## config.mk

```make
export PLATFORM = sky130hd
export DESIGN_NAME = multdiv_ctrl_flat
export DESIGN_NICKNAME = d
export VERILOG_FILES = /design/src/rtl/multdiv_ctrl_if.sv /design/src/rtl/multdiv_ctrl.sv /design/src/flat_wrapper.sv
export SDC_FILE = /design/constraint.sdc
export NUM_CORES = 1
export LEC_CHECK = 0
export CELL_PAD_IN_SITES_DETAIL_PLACEMENT = 0
export CELL_PAD_IN_SITES_GLOBAL_PLACEMENT = 1
export CORE_ASPECT_RATIO = 0.75
export CORE_MARGIN = 4
export CORE_UTILIZATION = 36
export CTS_BUF_LIST = sky130_fd_sc_hd__clkbuf_8
export DETAILED_ROUTE_END_ITERATION = 6
export GPL_TIMING_DRIVEN = 0
export PLACE_DENSITY_LB_ADDON = 0.25
export SYNTH_ARGS = -nofsm -noshare
export SYNTH_HDL_FRONTEND = slang
export SYNTH_SLANG_ARGS = --single-unit
```

## constraint.sdc

```tcl
create_clock -name clock -period 2.11 [get_ports clock]
set_clock_uncertainty 0.2 [all_clocks]
set_input_delay 0.422 -clock clock [delete_from_list [all_inputs] [get_ports clock]]
set_output_delay 0.422 -clock clock [all_outputs]
set_load 0.01 [all_outputs]
```

## src/rtl/multdiv_ctrl_if.sv

```systemverilog
`default_nettype none
// ============================================================================
//  Module      : multdiv_ctrl_if
//  Description : Control/status bundle between the mult/div sequencer and the
//                A/Q register datapath plus its requester.
//  Revision    : 1.0 - initial release
// ============================================================================
interface multdiv_ctrl_if;
    logic       ctrl_MULT;
    logic       ctrl_DIV;
    logic [1:0] booth_bits;
    logic       a_sign;
    logic       divisor_zero;
    logic       ovf_check;

    logic       aq_in_enable;
    logic       aq_out_enable;
    logic       aq_load;
    logic       alu_en;
    logic       alu_sub;
    logic [1:0] shift_mode;
    logic       busy;
    logic       data_resultRDY;
    logic       data_exception;

    modport master (
        output ctrl_MULT, ctrl_DIV, booth_bits, a_sign, divisor_zero, ovf_check,
        input  aq_in_enable, aq_out_enable, aq_load, alu_en, alu_sub,
               shift_mode, busy, data_resultRDY, data_exception
    );

    modport slave (
        input  ctrl_MULT, ctrl_DIV, booth_bits, a_sign, divisor_zero, ovf_check,
        output aq_in_enable, aq_out_enable, aq_load, alu_en, alu_sub,
               shift_mode, busy, data_resultRDY, data_exception
    );
endinterface
`default_nettype wire

```

## src/rtl/multdiv_ctrl.sv

```systemverilog
`default_nettype none
// ============================================================================
//  Module      : multdiv_ctrl
//  Description : Booth multiply / non-restoring divide sequencer for the A/Q
//                register. Define MULTDIV_OVF_EN to report multiply overflow.
//  Revision    : 1.0 - initial release
// ============================================================================
module multdiv_ctrl #(
    parameter int WIDTH = 32,
    parameter int CNT_W = 6
) (
    input  wire logic     clock,
    input  wire logic     reset,
    multdiv_ctrl_if.slave bus
);

    localparam logic [2:0] S_IDLE  = 3'd0;
    localparam logic [2:0] S_LOAD  = 3'd1;
    localparam logic [2:0] S_MSTEP = 3'd2;
    localparam logic [2:0] S_DSTEP = 3'd3;
    localparam logic [2:0] S_FIXUP = 3'd4;
    localparam logic [2:0] S_DONE  = 3'd5;

    localparam logic [CNT_W-1:0] C_LAST_STEP = CNT_W'(WIDTH - 1);

    logic [2:0]       r_state;
    logic [CNT_W-1:0] r_cnt;
    logic             r_op_div;
    logic             r_dz;
    logic             r_result_valid;
    logic             r_exc;

    logic             w_start;
    logic             w_last;
    logic             w_done_exc;

    logic             w_in_en;
    logic             w_out_en;
    logic             w_load;
    logic             w_alu_en;
    logic             w_alu_sub;
    logic [1:0]       w_shift;
    logic             w_busy;
    logic             w_rdy;
    logic             w_exc;

    assign w_start = bus.ctrl_MULT | bus.ctrl_DIV;
    assign w_last  = (r_cnt == C_LAST_STEP);

`ifdef MULTDIV_OVF_EN
    assign w_done_exc = r_dz | (~r_op_div & bus.ovf_check);
`else
    logic w_unused_ovf;
    assign w_unused_ovf = bus.ovf_check;
    assign w_done_exc   = r_dz;
`endif

    // A new start overrides whatever is in flight; MULT wins a tie.
    always_ff @(posedge clock) begin
        if (!reset) begin
            r_state        <= S_IDLE;
            r_cnt          <= '0;
            r_op_div       <= 1'b0;
            r_dz           <= 1'b0;
            r_result_valid <= 1'b0;
            r_exc          <= 1'b0;
        end else if (w_start) begin
            r_state        <= S_LOAD;
            r_cnt          <= '0;
            r_op_div       <= ~bus.ctrl_MULT;
            r_dz           <= 1'b0;
            r_result_valid <= 1'b0;
            r_exc          <= 1'b0;
        end else begin
            case (r_state)
                S_LOAD: begin
                    if (r_op_div && bus.divisor_zero) begin
                        r_dz    <= 1'b1;
                        r_state <= S_DONE;
                    end else begin
                        r_state <= r_op_div ? S_DSTEP : S_MSTEP;
                    end
                end
                S_MSTEP, S_DSTEP: begin
                    if (w_last) begin
                        r_cnt   <= '0;
                        r_state <= (r_state == S_MSTEP) ? S_DONE : S_FIXUP;
                    end else begin
                        r_cnt   <= r_cnt + 1'b1;
                    end
                end
                S_FIXUP: begin
                    r_state <= S_DONE;
                end
                S_DONE: begin
                    r_state        <= S_IDLE;
                    r_result_valid <= 1'b1;
                    r_exc          <= w_done_exc;
                end
                default: begin
                    r_state <= S_IDLE;
                end
            endcase
        end
    end

    // Outputs are forced low for as long as reset is held.
    always_comb begin
        w_in_en   = 1'b0;
        w_load    = 1'b0;
        w_alu_en  = 1'b0;
        w_alu_sub = 1'b0;
        w_shift   = 2'b00;
        w_busy    = 1'b0;
        w_rdy     = 1'b0;
        w_exc     = 1'b0;
        w_out_en  = 1'b0;
        if (reset) begin
            case (r_state)
                S_LOAD: begin
                    w_load  = 1'b1;
                    w_in_en = 1'b1;
                    w_busy  = 1'b1;
                end
                S_MSTEP: begin
                    w_in_en   = 1'b1;
                    w_busy    = 1'b1;
                    w_shift   = 2'b01;
                    w_alu_en  = bus.booth_bits[1] ^ bus.booth_bits[0];
                    w_alu_sub = (bus.booth_bits == 2'b10);
                end
                S_DSTEP: begin
                    w_in_en   = 1'b1;
                    w_busy    = 1'b1;
                    w_shift   = 2'b10;
                    w_alu_en  = 1'b1;
                    w_alu_sub = ~bus.a_sign;
                end
                S_FIXUP: begin
                    w_busy   = 1'b1;
                    w_alu_en = bus.a_sign;
                    w_in_en  = bus.a_sign;
                end
                S_DONE: begin
                    w_rdy = 1'b1;
                    w_exc = w_done_exc;
                end
                default: begin
                    w_exc = r_exc & r_result_valid;
                end
            endcase
            w_out_en = r_result_valid & ~w_busy;
        end
    end

    assign bus.aq_in_enable   = w_in_en;
    assign bus.aq_out_enable  = w_out_en;
    assign bus.aq_load        = w_load;
    assign bus.alu_en         = w_alu_en;
    assign bus.alu_sub        = w_alu_sub;
    assign bus.shift_mode     = w_shift;
    assign bus.busy           = w_busy;
    assign bus.data_resultRDY = w_rdy;
    assign bus.data_exception = w_exc;

endmodule
`default_nettype wire

```

## src/flat_wrapper.sv

```systemverilog
// flat-port wrapper written by rule: the top's interface ports become plain ports
module multdiv_ctrl_flat 
#(
    parameter int WIDTH = 32,
    parameter int CNT_W = 6
)
  (clock, reset, bus_ctrl_MULT, bus_ctrl_DIV, bus_booth_bits, bus_a_sign, bus_divisor_zero, bus_ovf_check, bus_aq_in_enable, bus_aq_out_enable, bus_aq_load, bus_alu_en, bus_alu_sub, bus_shift_mode, bus_busy, bus_data_resultRDY, bus_data_exception);
  multdiv_ctrl_if bus_i ();
  input  wire logic clock;
  input  wire logic reset;
  input wire logic [$bits(bus_i.ctrl_MULT)-1:0] bus_ctrl_MULT;
  input wire logic [$bits(bus_i.ctrl_DIV)-1:0] bus_ctrl_DIV;
  input wire logic [$bits(bus_i.booth_bits)-1:0] bus_booth_bits;
  input wire logic [$bits(bus_i.a_sign)-1:0] bus_a_sign;
  input wire logic [$bits(bus_i.divisor_zero)-1:0] bus_divisor_zero;
  input wire logic [$bits(bus_i.ovf_check)-1:0] bus_ovf_check;
  output wire logic [$bits(bus_i.aq_in_enable)-1:0] bus_aq_in_enable;
  output wire logic [$bits(bus_i.aq_out_enable)-1:0] bus_aq_out_enable;
  output wire logic [$bits(bus_i.aq_load)-1:0] bus_aq_load;
  output wire logic [$bits(bus_i.alu_en)-1:0] bus_alu_en;
  output wire logic [$bits(bus_i.alu_sub)-1:0] bus_alu_sub;
  output wire logic [$bits(bus_i.shift_mode)-1:0] bus_shift_mode;
  output wire logic [$bits(bus_i.busy)-1:0] bus_busy;
  output wire logic [$bits(bus_i.data_resultRDY)-1:0] bus_data_resultRDY;
  output wire logic [$bits(bus_i.data_exception)-1:0] bus_data_exception;
  assign bus_i.ctrl_MULT = bus_ctrl_MULT;
  assign bus_i.ctrl_DIV = bus_ctrl_DIV;
  assign bus_i.booth_bits = bus_booth_bits;
  assign bus_i.a_sign = bus_a_sign;
  assign bus_i.divisor_zero = bus_divisor_zero;
  assign bus_i.ovf_check = bus_ovf_check;
  assign bus_aq_in_enable = bus_i.aq_in_enable;
  assign bus_aq_out_enable = bus_i.aq_out_enable;
  assign bus_aq_load = bus_i.aq_load;
  assign bus_alu_en = bus_i.alu_en;
  assign bus_alu_sub = bus_i.alu_sub;
  assign bus_shift_mode = bus_i.shift_mode;
  assign bus_busy = bus_i.busy;
  assign bus_data_resultRDY = bus_i.data_resultRDY;
  assign bus_data_exception = bus_i.data_exception;
  multdiv_ctrl #(.WIDTH(WIDTH), .CNT_W(CNT_W)) u_core (.clock(clock), .reset(reset), .bus(bus_i));
endmodule
```

==> results.md, run 1 <==
* Outcome: completed
* Dpl cells at 139
* Switch share at 24.5%
* Area leader, netlist: dfxtp_1
* Row count at 14
* Multi-input gate area at 494 sq um
* CTS tree: done
* Worst path buffer plus inverter count at 1
* WL final at 1.97 mm
* Sequential area share after synthesis at 33.8%
* Worst setup SP type: flop
* R2r endpoint: u_core.r_cnt[4]$_SDFFE_PP0P_
* Worst R2R Start: u_core.r_cnt[0]$_SDFFE_PP0P_
* Final Max Tran Viols at 0
* Post-Syn Area at a little under 800 sq um
* Worst EP required at 1490 ps
* Post-Syn Instances at ~100
* Die W at 61.4 um
* Max-cap violation count at 0
* Clock Power Share at 40.6%
* Die area at 0.00295 sq mm
* Worst-path clk slew at 60 ps
* Final nets at 132
* Fin. Hold Viols at 0
* Largest net degree at the start of global routing at 11
* Ys async rst share at 0%
* Number of routed nets with antenna violations at 0
* Detail Placement HPWL at 1.48 mm
* Cells along the critical path: or3_4 > and3_1 > dlygate4sd2_1
* Slowest CP cell: or3_4
* H-Tree Depth at 1
* Io pins at 19
* Period utilization at 97.1%
* Drt first pass iters at 4
* Synth top cells by count: 13 x dfxtp_1, 9 x nand2_1, 8 x o21ai_0
* Synth top area cells: dfxtp_1 34%, o21ai_0 5.2%, nand2_1 4.4%
* Die Y-Extent at 48.1 um
* Grt total ovfl at 0
* Root buffer cell: clkbuf_8
* Slew HR at 58.9%
* Port Buf Inserts at 17
* Fillers at 212
* Layout cell share with drive strength beyond 1 at between 15 and 20%
* Final min period at between 2000 and 2500 ps
* Critical path origin: u_core.r_state[0]$_SDFFE_PN0P_
* Cts-stage hold buffer count at 0
* Via density per instance at 5.40
* Ant. Diodes at 0
* Seq pwr share at 45.8%
* Fin cells at 144
* Maximum vdd drop at just over 0.0005 V
* Dpl cell area at about 1000 sq um
* Yosys reg bits at 13
* Area share of the largest cell type after synthesis at 33.8%
* GR Util All Layers at 15.5%
* Top-count cell post-synth: dfxtp_1
* Hold WC Path Type: reg -> reg
* Number of global-route vias before repair at 724
* CORE AREA at 0.00201 sq mm
* Setup violations, final at 0
* Setup CP Type: reg -> out
* Worst skew pair latency at 240 ps
* Synth Flop Type: dfxtp_1
* Final Cell Area at 0.00105 sq mm
* Area grow syn2layout at 36.9%
* Slew @ Worst Pin at 616 ps
* Initial DRC count at 38
* Comb power frac at 13.6%
* Leakage dissipation at approximately 0.41 nW
* Hold path startpoint: u_core.r_result_valid$_SDFFE_PP0N_
* PwrDens at around 520 mW/mm^2
* R2R cell count at 4
* Routed vias at 778
* Fin util at 52.4%
* Max Root-Sink Buffers at 2
* Sink Count at 13
* WL per Instance at 13.7 um
* Worst Hold Slack at 255 ps
* CP delay by family, top: simple AND/OR/NAND/NOR gates
* Crit-path max cell delay at ~400 ps
* Arr. time, crit path at about 1400 ps
* R2r setup slk at 540 ps
* Hold Path Stages at 2
* Fmax at 488 MHz
* Initial antenna violation count at 0
* DRC viols at 0
* CP endpoint kind: primary output
* Unique masters post-synth at 34
* Sw Pwr at roughly 0.14 mW
* P_int at 0.417 mW
* CP Max Fanout at 5
* Syn. warnings at 0
* Syn_area_per_cell at around 7.9 sq um
* First-pass GRT wire length at ~3.3 mm
* Seq. cell area at 267 sq um
* EDFF count, synth at 0
* Syn Nets at 109
* TritonCTS Buffers at 3
* Placer Congestion at ~0.74
* Initial Util at about two fifths
* Hold EP: u_core.r_result_valid$_SDFFE_PP0N_
* RSZ-0062 raised after global routing: true
-- sequential cells by signal, indices dropped and copies added (netlist names) --
register	flops
u_core.r_cnt	6
u_core.r_dz	1
u_core.r_exc	1
u_core.r_op_div	1
u_core.r_result_valid	1
u_core.r_state	3
-- worst min-delay path, cell delays in order (launching register included) --
cell and delay [ps]:
dfxtp_1 310, inv_1 50, a21oi_1 50
-- cells in the final DEF, fill, tap and decap left out, types with 2 or more instances in the layout --
master	Yosys	layout
clkdlybuf4s50_1	0	4
nor2_1	6	6
a21oi_1	6	5
nor2b_1	3	2
dfxtp_2	0	2
ha_1	2	2
nand4b_1	2	2
nand3b_1	3	3
buf_2	3	4
o21a_1	2	2
o21ai_0	8	6
nor3b_1	4	3
buf_4	0	2
o21ai_1	0	2
buf_6	0	2
o211ai_1	2	2
a211oi_1	2	2
dlygate4sd2_1	0	9
nand3_1	4	4
nand2b_1	2	2
dfxtp_1	13	10
nand2_1	9	9
inv_1	4	5
clkbuf_8	0	5
xor2_1	2	2
nor3_1	2	2
and3_1	2	2
-- cells by family (layout without fill, tap and decap cells) --
group,after synthesis,after routing,share of synthesized area (%)
AND/OR/NAND/NOR,45,45,33.4
flip-flops,13,13,33.8
adder cells (fa/ha/maj),2,2,3.25
buffers and inverters,9,31,4.87
AO/OA/AOI/OAI,26,26,21.1
multiplexers,1,1,1.30
XOR/XNOR,2,2,2.27
-- metal layers --
metal | GRT usage [%] | vias to the layer above | routed length [um]
li1 | - | 398 | -
met1 | 20.4 | 360 | 1030
met2 | 23.6 | 18 | 830
met3 | 5.93 | 2 | 89
met4 | 5.08 | 0 | 19
met5 | 0 | - | 0
-- layout make-up --
type / count / share of cell area, %
clock inverters: 1 / 0.356
flip-flops and latches: 13 / 25.3
clock buffers: 3 / 3.91
multi-input cells: 76 / 46.9
well taps: 24 / 2.85
inverters: 4 / 1.42
plain buffers: 5 / 5.46
repair buffers: 18 / 13.9
-- power by group through the flow --
stage | sequential [mW] | combinational (mW) | clock (mW)
after floorplan | 0.257 | 0.0378 | 0
after global placement | 0.258 | 0.0710 | 0
after detailed placement | 0.258 | 0.0715 | 0
after CTS | 0.254 | 0.0755 | 0.231
after global routing | 0.254 | 0.0839 | 0.239
final | 0.253 | 0.0754 | 0.224
-- worst max-delay path by stage --
stage	endpoint	slack (ps)	cells after the start
floorplan	bus_aq_in_enable	250	4
global placement	bus_data_exception	-630	6
detailed placement	bus_data_exception	-620	6
CTS	bus_busy	60	3
global route	bus_aq_load	-10	4
finish	bus_busy	60	3
-- through the flow --
| stage | total power [mW] | worst slack (ps) | TNS (ps) |
|---|---|---|---|
| floorplan | 0.295 | 245 | 0 |
| global placement | 0.329 | -627 | -4540 |
| detailed placement | 0.330 | -616 | -4530 |
| CTS | 0.561 | 55.7 | 0 |
| global route | 0.577 | -13.3 | -14.5 |
| finish | 0.553 | 61.1 | 0 |
-- what timing repair did --
action                                  in CTS  in global routing
gates cloned                                 0                  0
pin swaps                                    3                  0
endpoints found under the hold margin        0                  0
setup buffers                                1                  0
endpoints found under the setup margin      10                  5
resized for setup                           46                  3
Note: power is estimated with default switching activity, not from simulation.
==> run 2: changes to the inputs <==
- CORE_UTILIZATION: 36 -> 35
==> run 2 against run 1 <==
  * Register-to-register slack about the same
  * Die area up 2.4%
  * Setup slack worse by 1.3 ps
  * Via count rose by 2.6%
  * Clock-buffer cell count unchanged
  * Global-route usage is 1.5 points lower
  * Cell count grew 1.4%
  * Clock power fell by 2%
  * Critical path type unchanged
==> results.md, run 2 (synthesized netlist as in run 1, its figures left out) <==
* Fin util at 53.2% (was 52.4%)
* Worst-path clk slew at 60 ps (about the same)
* Cells along the critical path: or3_4 > and3_1 > dlygate4sd2_1 (unchanged)
* Worst EP required at 1490 ps (about the same)
* Port Buf Inserts at 17 (unchanged)
* PwrDens at 507 mW/mm^2 (was 524 mW/mm^2)
* Hold EP: u_core.r_result_valid$_SDFFE_PP0N_ (unchanged)
* Hold Path Stages at 2 (unchanged)
* First-pass GRT wire length at 3.52 mm (was 3.31 mm)
* Slew HR at 60.6% (was 58.9%)
* Period utilization at 97.2% (was 97.1%)
* R2R cell count at 4 (unchanged)
* R2r setup slk at 530 ps (was 540 ps)
* Fin. Hold Viols at 0 (unchanged)
* Die area at 0.00302 sq mm (was 0.00295 sq mm)
* GR Util All Layers at 14.0% (was 15.5%)
* WL per Instance at 13.8 um (was 13.7 um)
* Largest net degree at the start of global routing at 11 (unchanged)
* Fin cells at 146 (was 144)
* Most common cell after layout, fill and taps aside: dfxtp_1 (unchanged)
* Max Used Layer: met3 (was met4)
* Detail Route met3 WL at 88 um (was 89 um)
* Outcome: completed (unchanged)
* Area grow syn2layout at 41.4% (was 36.9%)
* Io pins at 19 (unchanged)
* Die Y-Extent at 48.6 um (was 48.1 um)
* Setup violations, final at 0 (unchanged)
* WL final at 2.02 mm (was 1.97 mm)
* H-Tree Depth at 1 (unchanged)
* Die W at 62.2 um (was 61.4 um)
* Max Root-Sink Buffers at 2 (unchanged)
* Final min period at 2050 ps (about the same)
* DRT met1 WL at 1.05 mm (was 1.03 mm)
* Final Max Tran Viols at 0 (unchanged)
* Max reg flops at 6 (unchanged)
* Setup CP Type: reg -> out (unchanged)
* CP delay by family, top: simple AND/OR/NAND/NOR gates (unchanged)
* Worst R2R Start: u_core.r_cnt[0]$_SDFFE_PP0P_ (unchanged)
* Largest registers: u_core.r_cnt x6, u_core.r_state x3 (unchanged)
* Grt total ovfl at 0 (unchanged)
* RSZ-0062 raised after global routing: true (unchanged)
* Slowest CP cell: or3_4 (unchanged)
* Slew @ Worst Pin at 590 ps (was 616 ps)
* Root buffer cell: clkbuf_8 (unchanged)
* Dpl cells at 139 (unchanged)
* Biggest register: u_core.r_cnt (unchanged)
* Hold path startpoint: u_core.r_result_valid$_SDFFE_PP0N_ (unchanged)
* Row count at 14 (unchanged)
* Max-cap violation count at 0 (unchanged)
* Drt first pass iters at 4 (unchanged)
* CTS tree: done (unchanged)
* Initial Util at 37.6% (was 38.3%)
* Power, Total at 0.552 mW (was 0.553 mW)
* CP Max Fanout at 5 (unchanged)
* Cts-stage hold buffer count at 0 (unchanged)
* Initial antenna violation count at 0 (unchanged)
* Worst path buffer plus inverter count at 1 (unchanged)
* Worst setup SP type: flop (unchanged)
* Number of routed nets with antenna violations at 0 (unchanged)
* Number of global-route vias before repair at 775 (was 724)
* Ant. Diodes at 0 (unchanged)
* Via density per instance at 5.47 (was 5.40)
* Arr. time, crit path at 1430 ps (about the same)
* Sink Count at 13 (unchanged)
* Final nets at 134 (was 132)
* Placer Congestion at 0.738 (was 0.741)
* CORE AREA at 0.00205 sq mm (was 0.00201 sq mm)
* TritonCTS Buffers at 3 (unchanged)
* R2r endpoint: u_core.r_cnt[4]$_SDFFE_PP0P_ (unchanged)
* Worst Setup Slack, final at 59.8 ps (was 61.1 ps)
* Fmax at 488 MHz (about the same)
* Leakage dissipation at 0.443 nW (was 0.414 nW)
* Detail Placement HPWL at 1.44 mm (was 1.48 mm)
* Layout cell share with drive strength beyond 1 at 18.9% (was 17.5%)
* Commonest cells after routing, fill and taps aside: 10 x dfxtp_1, 9 x nand2_1, 7 x dlygate4sd2_1 (was 10 x dfxtp_1, 9 x nand2_1, 9 x dlygate4sd2_1)
* Worst skew pair latency at 240 ps (about the same)
* DRC viols at 0 (unchanged)
* Hold WC Path Type: reg -> reg (unchanged)
* Wire length on met2 at 883 um (was 830 um)
* Initial DRC count at 27 (was 38)
* Maximum vdd drop at 0.000455 V (was 0.000503 V)
* Critical path depth at 3 (unchanged)
* CP endpoint kind: primary output (unchanged)
* Routed vias at 798 (was 778)
* Pre-CTS WS at -597 ps (was -616 ps)
* Crit-path max cell delay at 390 ps (about the same)
[run 2: changes by cell type in the layout (fill, tap and decap cells not counted), sizes merged]
cell | before | now
dlygate4sd2 | 9 | 7
buf | 8 | 10
dlymetal6s2s | 0 | 2
[run 2: power breakdown]
group          switching [mW]  total, mW  internal, mW
logic                  0.0359     0.0802        0.0443
registers             0.00508      0.253         0.247
clock network          0.0909      0.219         0.128
[run 2: metrics by stage]
stage / TNS, ps / cell area, sq um / hold WS, ps
after floorplan: 0 / 771 / 226
after global placement: -4510 / 971 / 237
after detailed placement: -4520 / 971 / 247
after CTS: -68.3 / 1060 / 255
after global routing: -19.7 / 1090 / 279
final: 0 / 1090 / 249
[run 2: layout make-up]
cell class	count	area, sq um
flip-flops and latches	13	269
plain buffers	5	61.3
fillers	193	960
well taps	24	30.0
inverters	4	15.0
repair buffers	20	169
clock buffers	3	41.3
multi-input cells	76	500
clock inverters	1	3.75
[run 2: routing by layer]
layer | up-vias | track usage [%]
met2 | 17 | 20.5
li1 | 406 | -
met5 | - | 0
met3 | 0 | 4.86
met4 | 0 | 2.17
met1 | 375 | 20.0
[run 2: timing repair]
item	CTS	global route
endpoints found under the setup margin	10	4
endpoints found under the hold margin	0	0
buffers inserted	2	1
resized for setup	45	8
pin swaps	3	3
[run 2: how the worst max path moves through the flow]
stage | startpoint | to
after CTS | bus_booth_bits[0] | bus_alu_en
after floorplan | u_core.r_state[0]$_SDFFE_PN0P_ | bus_aq_in_enable
after detailed placement | reset | bus_data_exception
final | u_core.r_state[0]$_SDFFE_PN0P_ | bus_busy
after global placement | reset | bus_data_exception
after global routing | u_core.r_state[1]$_SDFFE_PP0P_ | bus_alu_sub
[run 2: tightest hold or removal path, stage by stage, from the launching register on]
cell and delay, ps:
dfxtp_1 310, inv_1 50, a21oi_1 50
==> run 3: changes to the inputs <==
- ABC_AREA: default -> 1
- CORE_UTILIZATION: 35 -> 34
==> run 3 against run 2 <==
  * Synthesized cell count rose by 13%
  * Via count down 0.75%
  * Highest routed layer is now met4
  * Largest power group unchanged
  * Synthesized area is 2.1% lower
  * Clock power about the same
  * Final area down 6.1%
  * Sequential cell count unchanged
==> results.md, run 3 <==
* Largest net degree at the start of global routing at 10 (was 11)
* EDFF count, synth at 0 (unchanged)
* Multi-input gate area at 454 sq um (was 500 sq um)
* Number of global-route vias before repair at 661 (was 775)
* Final nets at 145 (was 134)
* Io pins at 19 (unchanged)
* GR Util All Layers at 12.8% (was 14.0%)
* Max Root-Sink Buffers at 2 (unchanged)
* Area grow syn2layout at 35.7% (was 41.4%)
* Slew @ Worst Pin at 258 ps (was 590 ps)
* Fin cells at 157 (was 146)
* Worst-path clk slew at 60 ps (about the same)
* Post-Syn Area at 754 sq um (was 771 sq um)
* Row count at 14 (unchanged)
* Hold WC Path Type: reg -> reg (unchanged)
* Synth top cells by count: 27 x nand2_1, 13 x a21oi_1, 13 x dfxtp_1 (was 13 x dfxtp_1, 9 x nand2_1, 8 x o21ai_0)
* TritonCTS Buffers at 3 (unchanged)
* Max-cap violation count at 0 (unchanged)
* Ys async rst share at 0% (unchanged)
* Area share of the largest cell type after synthesis at 34.5% (was 33.8%)
* Unique masters post-synth at 23 (was 34)
* Drt first pass iters at 4 (unchanged)
* Detail Placement HPWL at 1.50 mm (was 1.44 mm)
* Yosys reg bits at 13 (unchanged)
* Fin. Hold Viols at 0 (unchanged)
* First-pass GRT wire length at 3.15 mm (was 3.52 mm)
* Die W at 62.4 um (was 62.2 um)
* Synth Flop Type: dfxtp_1 (unchanged)
* Die Y-Extent at 48.8 um (was 48.6 um)
* Max reg flops at 6 (unchanged)
* Sequential area share after synthesis at 34.5% (was 33.8%)
* Sink Count at 13 (unchanged)
* Largest registers: u_core.r_cnt x6, u_core.r_state x3 (unchanged)
* Commonest cells after routing, fill and taps aside: 25 x nand2_1, 12 x a21oi_1, 12 x dfxtp_1 (was 10 x dfxtp_1, 9 x nand2_1, 7 x dlygate4sd2_1)
* Port Buf Inserts at 17 (unchanged)
* WL per Instance at 12.0 um (was 13.8 um)
* CP Max Fanout at 8 (was 5)
* Cells along the critical path: buf_4 > nor2_2 > nand2_2 > a21oi_2 > dlygate4sd2_1 (was or3_4 > and3_1 > dlygate4sd2_1)
* Layout cell share with drive strength beyond 1 at 21.8% (was 18.9%)
* Post-synthesis mux area share at 0% (was 1.30%)
* Syn. warnings at 0 (unchanged)
* Worst path buffer plus inverter count at 2 (was 1)
* Crit-path max cell delay at 290 ps (was 390 ps)
* Compound-Gate Fraction of Synth Area at 11.6% (was 21.1%)
* Syn Nets at 122 (was 109)
* Worst setup SP type: flop (unchanged)
* Fmax at 485 MHz (was 488 MHz)
* Final setup TNS at 0 ps (unchanged)
* Dpl cell area at 955 sq um (was 971 sq um)
* Maximum vdd drop at 0.000478 V (was 0.000455 V)
* Via density per instance at 5.04 (was 5.47)
* Seq. cell area at 264 sq um (was 269 sq um)
* Period utilization at 97.7% (was 97.2%)
* Number of routed nets with antenna violations at 0 (unchanged)
* Ant. Diodes at 0 (unchanged)
* Grt total ovfl at 0 (unchanged)
* Leakage dissipation at 0.453 nW (was 0.443 nW)
* Final Cell Area at 0.00102 sq mm (was 0.00109 sq mm)
* WL final at 1.88 mm (was 2.02 mm)
* Setup violations, final at 0 (unchanged)
* H-Tree Depth at 1 (unchanged)
* Worst Hold Slack at 267 ps (was 249 ps)
* Initial Util at 36.8% (was 37.6%)
* Biggest register: u_core.r_cnt (unchanged)
* Initial DRC count at 15 (was 27)
* Routed vias at 792 (was 798)
* DRC viols at 0 (unchanged)
* CP delay by family, top: buffers and inverters (was simple AND/OR/NAND/NOR gates)
* R2r setup slk at 650 ps (was 530 ps)
* Setup CP Type: reg -> out (unchanged)
* Post-Syn Instances at 111 (was 98)
* CORE AREA at 0.00205 sq mm (unchanged)
* Synth Area in Simple Gates at 42.3% (was 33.4%)
* Slowest CP cell: dfxtp_1 (was or3_4)
* Most common cell after layout, fill and taps aside: nand2_1 (was dfxtp_1)
* Arr. time, crit path at 1440 ps (was 1430 ps)
* Pre-CTS WS at -516 ps (was -597 ps)
* Largest family of logic cells by synthesized area: simple AND/OR/NAND/NOR gates (unchanged)
* CP endpoint kind: primary output (unchanged)
* Worst EP required at 1490 ps (about the same)
* RSZ-0062 raised after global routing: true (unchanged)
* Synth top area cells: dfxtp_1 34%, nand2_1 13%, a21oi_1 8.6% (was dfxtp_1 34%, o21ai_0 5.2%, nand2_1 4.4%)
* PwrDens at 534 mW/mm^2 (was 507 mW/mm^2)
* Post-Synth XOR/XNOR Area at 0% (was 2.27%)
* CTS tree: done (unchanged)
* Fillers at 213 (was 193)
* Syn_area_per_cell at 6.80 sq um (was 7.86 sq um)
* Worst skew pair latency at 240 ps (about the same)
* Placer Congestion at 0.775 (was 0.738)
* Final Max Tran Viols at 0 (unchanged)
* Final min period at 2060 ps (was 2050 ps)
* Worst Setup Slack, final at 48.5 ps (was 59.8 ps)
* Outcome: completed (unchanged)
* Slew HR at 82.7% (was 60.6%)
* Die area at 0.00304 sq mm (was 0.00302 sq mm)
* Synth Area in Adders at 3.32% (was 3.25%)
* Area leader, netlist: dfxtp_1 (unchanged)
* Top-count cell post-synth: nand2_1 (was dfxtp_1)
* Fin util at 49.9% (was 53.2%)
* Initial antenna violation count at 0 (unchanged)
* Root buffer cell: clkbuf_8 (unchanged)
* Dpl cells at 152 (was 139)
* Power, Total at 0.547 mW (was 0.552 mW)
run 3: worst register-to-register path, stage by stage (launching register included):
cell and delay [ps]:
dfxtp_1 300, buf_4 160, inv_1 120, nand2_2 100
nor2_1 230, nand2_1 110, nand3_1 90, nor2_1 40
run 3: logic make-up (layout without fill, tap and decap cells):
logic type               after synthesis  in the layout
AO/OA/AOI/OAI                         17             17
AND/OR/NAND/NOR                       64             64
buffers and inverters                 15             37
adder cells (fa/ha/maj)                2              2
flip-flops                            13             13
run 3: layout make-up:
class / instances / share of cell area [%]
Clock buffer: 3 / 4.03
Clock inverter: 1 / 0.367
Tap cell: 24 / 2.93
Sequential cell: 13 / 25.8
Timing Repair Buffer: 18 / 15.5
Multi-Input combinational cell: 83 / 44.4
Inverter: 12 / 4.40
Buffer: 3 / 2.57
run 3: report_power, final:
part           internal, mW  total [mW]  switching, mW
Sequential            0.248       0.251        0.00284
Clock                 0.129       0.222         0.0933
Combinational        0.0321      0.0742         0.0422
Total                 0.409       0.547          0.138
run 3: path summary, 6_finish.rpt:
path / start / end / cells past startpoint
setup / recovery: u_core.r_state[0]$_SDFFE_PN0P_ / bus_busy / 5
setup reg to reg: u_core.r_state[2]$_SDFFE_PP0P_ / u_core.r_cnt[3]$_SDFFE_PP0P_ / 7
hold reg to reg: u_core.r_result_valid$_SDFFE_PP0N_ / u_core.r_result_valid$_SDFFE_PP0N_ / 2
hold / removal: u_core.r_result_valid$_SDFFE_PP0N_ / u_core.r_result_valid$_SDFFE_PP0N_ / 2
run 3: repair_timing:
action / CTS / global route
setup buffers: 1 / 0
pin swaps: 3 / 1
gates resized for setup: 27 / 9
hold buffers: 0 / 0
hold endpoints to repair: 0 / 0
setup endpoints to repair: 10 / 6
run 3: metal layers:
metal / vias up / routed length, um / share of wire, % / global-route usage [%]
li1: 415 / - / - / -
met1: 357 / 1020 / 54 / 19.2
met2: 16 / 749 / 40 / 17.2
met3: 4 / 98 / 5.2 / 3.46
met4: 0 / 15 / 0.80 / 4.24
met5: - / 0 / 0 / 0
